===== src/rtl/elevator_motion_controller.sv =====
// elevator_motion_controller
// ---------------------------------------------------------------------------
// Scheduling and motion FSM for a single elevator car. Latches hall/car
// calls into a pending mask, chooses a travel direction with collective
// (SCAN) scheduling, drives the motor and door commands and raises a sticky
// fault when the car leaves a floor and never reaches another one.
//
// Ports
//   clk           rising-edge clock
//   rst           synchronous, active-high reset
//   current_floor floor index from the detector (meaningful only with at_floor)
//   at_floor      car aligned with some floor
//   call_req      one bit per floor, a pulse of any length requests service
//   motor_up      drive car upward
//   motor_down    drive car downward
//   door_open     door open command
//   dir_up        current/last travel direction (1 = up)
//   pending       latched outstanding requests
//   busy          FSM is not idle
//   fault         sticky travel-watchdog fault (cleared only by rst)
//   state_dbg     raw FSM state register for checkers
//
// Request interface: call_req has no handshake. A request bit is accepted on
// every rising edge it is high and is visible in pending after that edge,
// except for the floor the door is currently open at, where it only extends
// the door time.
// ---------------------------------------------------------------------------
module elevator_motion_controller #(
  parameter int NUM_FLOORS       = 10,
  parameter int FLOOR_WIDTH      = 4,
  parameter int DOOR_OPEN_CYCLES = 8,
  parameter int TRAVEL_TIMEOUT   = 1000
) (
  input  logic                   clk,
  input  logic                   rst,
  input  logic [FLOOR_WIDTH-1:0] current_floor,
  input  logic                   at_floor,
  input  logic [NUM_FLOORS-1:0]  call_req,
  output logic                   motor_up,
  output logic                   motor_down,
  output logic                   door_open,
  output logic                   dir_up,
  output logic [NUM_FLOORS-1:0]  pending,
  output logic                   busy,
  output logic                   fault,
  output logic [2:0]             state_dbg
);

  typedef enum logic [2:0] {
    ST_IDLE      = 3'd0,
    ST_MOVE_UP   = 3'd1,
    ST_MOVE_DOWN = 3'd2,
    ST_DOOR_OPEN = 3'd3,
    ST_FAULT     = 3'd4
  } state_t;

  localparam int TIMER_W = (DOOR_OPEN_CYCLES > 1) ? $clog2(DOOR_OPEN_CYCLES) : 1;
  localparam int WDOG_W  = $clog2(TRAVEL_TIMEOUT);

  localparam logic [FLOOR_WIDTH-1:0] LAST_FLOOR = FLOOR_WIDTH'(NUM_FLOORS - 1);
  localparam logic [TIMER_W-1:0]     DOOR_LOAD  = TIMER_W'(DOOR_OPEN_CYCLES - 1);
  localparam logic [WDOG_W-1:0]      WDOG_LAST  = WDOG_W'(TRAVEL_TIMEOUT - 1);

  state_t                  state, state_n;
  logic                    dir_n;
  logic [NUM_FLOORS-1:0]   pending_n;
  logic [TIMER_W-1:0]      door_timer, door_timer_n;
  logic [WDOG_W-1:0]       wdog, wdog_n;

  logic                    valid_floor;
  logic [NUM_FLOORS-1:0]   floor_onehot;
  logic                    above, below;
  logic                    pending_here;
  logic                    call_here;
  logic                    clr_en;

  // An out-of-range index is treated exactly like being between floors.
  assign valid_floor = at_floor && (current_floor <= LAST_FLOOR);

  // floor_onehot is all-zero for an out-of-range index, so neither a stop
  // nor a clear can be aimed at a non-existent floor.
  always_comb begin
    floor_onehot = '0;
    above        = 1'b0;
    below        = 1'b0;
    for (int i = 0; i < NUM_FLOORS; i++) begin
      floor_onehot[i] = (FLOOR_WIDTH'(i) == current_floor);
      if (pending[i] && (FLOOR_WIDTH'(i) > current_floor)) above = 1'b1;
      if (pending[i] && (FLOOR_WIDTH'(i) < current_floor)) below = 1'b1;
    end
  end

  assign pending_here = |(pending & floor_onehot);
  assign call_here    = |(call_req & floor_onehot);

  always_comb begin
    state_n      = state;
    dir_n        = dir_up;
    door_timer_n = door_timer;
    wdog_n       = '0;
    clr_en       = 1'b0;

    unique case (state)
      ST_IDLE: begin
        // Never start moving without a trustworthy floor reading.
        if (valid_floor) begin
          if (pending_here) begin
            state_n      = ST_DOOR_OPEN;
            door_timer_n = DOOR_LOAD;
            clr_en       = 1'b1;
          end else if (above && below) begin
            state_n = dir_up ? ST_MOVE_UP : ST_MOVE_DOWN;
          end else if (above) begin
            state_n = ST_MOVE_UP;
            dir_n   = 1'b1;
          end else if (below) begin
            state_n = ST_MOVE_DOWN;
            dir_n   = 1'b0;
          end
        end
      end

      ST_MOVE_UP, ST_MOVE_DOWN: begin
        wdog_n = at_floor ? '0 : wdog + 1'b1;
        if (valid_floor && pending_here) begin
          state_n      = ST_DOOR_OPEN;
          door_timer_n = DOOR_LOAD;
          clr_en       = 1'b1;
          wdog_n       = '0;
        end else if (valid_floor &&
                     (current_floor == ((state == ST_MOVE_UP) ? LAST_FLOOR : '0))) begin
          // Limit guard: nothing left to serve past the end floor.
          state_n = ST_IDLE;
          wdog_n  = '0;
        end else if (!at_floor && (wdog == WDOG_LAST)) begin
          state_n = ST_FAULT;
          wdog_n  = '0;
        end
      end

      ST_DOOR_OPEN: begin
        // A call for this floor is absorbed: it restarts the door time and
        // the clear below keeps it out of pending.
        clr_en = 1'b1;
        if (call_here) begin
          door_timer_n = DOOR_LOAD;
        end else if (door_timer == '0) begin
          state_n = ST_IDLE;
        end else begin
          door_timer_n = door_timer - 1'b1;
        end
      end

      ST_FAULT: begin
        state_n = ST_FAULT;
      end

      default: begin
        state_n = ST_IDLE;
      end
    endcase

    // Clear wins over a same-edge set of the same bit.
    pending_n = (pending | call_req) & ~(clr_en ? floor_onehot : '0);
  end

  always_ff @(posedge clk) begin
    if (rst) begin
      state      <= ST_IDLE;
      pending    <= '0;
      dir_up     <= 1'b1;
      door_timer <= '0;
      wdog       <= '0;
    end else begin
      state      <= state_n;
      pending    <= pending_n;
      dir_up     <= dir_n;
      door_timer <= door_timer_n;
      wdog       <= wdog_n;
    end
  end

  assign motor_up   = (state == ST_MOVE_UP);
  assign motor_down = (state == ST_MOVE_DOWN);
  assign door_open  = (state == ST_DOOR_OPEN);
  assign fault      = (state == ST_FAULT);
  assign busy       = (state != ST_IDLE);
  assign state_dbg  = state;

endmodule


===== config.mk =====
export PLATFORM = sky130hd
export DESIGN_NAME = elevator_motion_controller
export DESIGN_NICKNAME = d
export VERILOG_FILES = /design/src/rtl/elevator_motion_controller.sv
export SDC_FILE = /design/constraint.sdc
export NUM_CORES = 1
export LEC_CHECK = 0
export ABC_AREA = 1
export BUFFER_PORTS_ARGS = -buffer_cell sky130_fd_sc_hd__clkbuf_2
export CORE_MARGIN = 5
export CORE_UTILIZATION = 55
export DETAILED_ROUTE_END_ITERATION = 10
export PLACE_DENSITY_LB_ADDON = 0.12
export SETUP_SLACK_MARGIN = 0.15
export SKIP_LAST_GASP = 1
export SYNTH_ARGS = -nofsm -noshare
export SYNTH_HDL_FRONTEND = slang
export SYNTH_SLANG_ARGS = --single-unit

===== constraint.sdc =====
create_clock -name clk -period 2.8 [get_ports clk]
set_clock_uncertainty 0.2 [all_clocks]
set_input_delay 0.42 -clock clk [delete_from_list [all_inputs] [get_ports clk]]
set_output_delay 0.42 -clock clk [all_outputs]
set_load 0.005 [all_outputs]

==> results.md <==
- Worst skew pair latency: 320 ps
- Fmax: 479 MHz
- Number of port buffers: 35
- Crit end category: flop
- VDD IR-drop max: 224 µV
- Gr ovfl total: 0
- N_diodes: 0
- First-pass GRT wire length: 7.71 mm
- Most common cell after layout, fill and taps aside: nand2_1
- Die Y: 67.8 µm
- Vias per cell: 5.07
- CTS buffer count: 3
- Chip Width: 67.8 µm
- CTS root buffer: clkbuf_4
- Global placement routability congestion: 0.953
- FP Rows: 21
- DRC: 0
- WP data required: 2830 ps
- Clock sink total: 27
- Synth Area per Inst: 6.22 µm²
- Setup_tns: 0 ps
- Synthesized netlist net count: 315
- CP arrival: 2110 ps
- Max cap viols: 0
- Critical-path maximum fanout: 11
- Wirelength per Cell: 11.8 µm
- Yosys reg bits: 27
- Largest buffer count on any clock path: 2
- Layout cells sized above 1: 0.198
- Hold Fails Final Rpt: 0
- Endpoints failing setup: 0
- Initial DRC count: 192
- CTS tree: yes
- P per Cell Area: 548 mW/mm²
- Critical setup path kind: input port to flop
- Hold slack final: 167 ps
- I/O pins: 36
- Post-CTS sizing: 0
- Vias in the first global route: 1759
- Die area: 0.00459 mm²
- Hold Path Class: input port to flop
- Status: complete, no violations
- Aggregate global-route resource usage: 0.214
- Hpwl dp: 3.56 mm
- Post-route antenna net violation count: 0
- Vias: 1901
- Tightest Pin Transition: 454 ps
- Core Region: 0.00328 mm²
- Hold path depth: 3
- FF-to-FF path depth: 5
- Crit start category: input port
- Post-DP Area: 0.00203 mm²
- Drt first pass iters: 4
- Sequential fraction of the synthesis area: 0.295
- Synth top area cells: dfxtp_1 29%, nand2_1 16%, nor2_1 8.4%, nand3_1 7.6%, inv_1 7.0%
- Post-Syn Instances: 295
- Clock Pin Slew Worst Setup and Hold Paths: 150 ps
- Post-synth top area cell: dfxtp_1
- Leak pwr: 0.990 nW
- Post-synth top area share: 0.295
- Most frequent cells in the layout: 78 x nand2_1, 41 x nor2_1, 35 x clkbuf_2
- Warnings, synthesis: 0
- Slew Limit Fails: 0
- Largest net degree at the start of global routing: 17
- Final period util: 0.745
- CTS Hold Buffers Added: 0
- H-tree depth: 1
- Normalized max-slew margin: 0.694
- Initial core utilization: 0.558
- Final Critical Period: 2090 ps
- Netlist cell types: 31
- Cell Area, Synth: 0.00183 mm²
- Design area: 0.00206 mm²
- Post-CTS setup buffer count: 0
- Initial antenna violation count: 0
- Nets: 350
- RSZ-0062 raised after global routing: no
- Area Growth Syn to Fin: 12.1%
- Total Routed Length: 4.43 mm
[area by class of cell]
type,instances,area (µm²)
timing repair buffer,35,175
clock inverter,1,7.51
multi-input combinational,221,1090
inverter,42,159
tap,46,57.6
fill,335,1230
sequential,27,541
clock buffer,3,22.5
[power by group]
part	switching (mW)	total (mW)	internal, mW
registers	0.0506	0.476	0.425
clock network	0.117	0.172	0.0545
logic	0.298	0.480	0.182
total	0.466	1.13	0.661
[Yosys cell counts (all sizes together)]
library cell and number:
buf 4, xnor2 1, nor2 51, nand3 30, o21ai 15, nand4 5
nand3b 1, or2 1, clkbuf 1, clkinv 1, xor2 3, o22ai 6
dfxtp 27, a21oi 12, and3 2, ha 3, nor4 1, o211ai 1
a31oi 2, nor3 5, nand2 82, inv 41
[final timing paths]
kind	from	to	slack, ps
worst min register to register	wdog[0]$_SDFF_PP0_	wdog[0]$_SDFF_PP0_	260
worst max register to register	state_dbg[2]$_SDFFE_PP0P_	wdog[7]$_SDFF_PP0_	860
worst min-delay path	call_req[0]	pending[0]$_SDFF_PP0_	170
worst max-delay path	current_floor[3]	pending[7]$_SDFF_PP0_	710
[logic make-up after synthesis]
logic type | Yosys count | synth area share
adder cells (fa/ha/maj) | 3 | 0.0205
buffers and inverters | 47 | 0.109
AND/OR/NAND/NOR | 178 | 0.445
flip-flops | 27 | 0.295
XOR/XNOR | 4 | 0.0191
AO/OA/AOI/OAI | 36 | 0.111
[per-stage QoR]
stage	total power [mW]	worst slack (ps)	utilization	cells
after floorplan	0.814	906	-	295
after global placement	0.960	427	0.617	371
after detailed placement	0.964	389	0.617	371
after CTS	1.14	737	0.626	375
after global routing	1.24	580	0.626	375
final	1.13	713	0.626	375
[routing by layer]
metal | part of all wire | vias to the layer above | track usage | wire (µm)
met3 | 0.059 | 6 | 0.0333 | 261
li1 | - | 1017 | - | -
met1 | 0.49 | 831 | 0.308 | 2150
met4 | 0.0072 | 0 | 0.0430 | 32
met5 | 0 | - | 0 | 0
met2 | 0.45 | 47 | 0.337 | 1990
[critical path, cell delays in order]
cell	delay, ps
clkbuf_2	230
inv_2	190
nand2_1	100
nor2_2	130
nand2_1	80
o21ai_1	90
inv_2	50
nand3_2	100
nand2_2	90
o21ai_4	260
inv_2	130
o22ai_1	170
nor2_1	60
[flip-flops by register name (all words and copies together), names as in the netlist]
signal / count
dir_up: 1
door_timer: 3
pending: 10
state_dbg: 3
wdog: 10
Note: power is estimated with default switching activity, not from simulation.
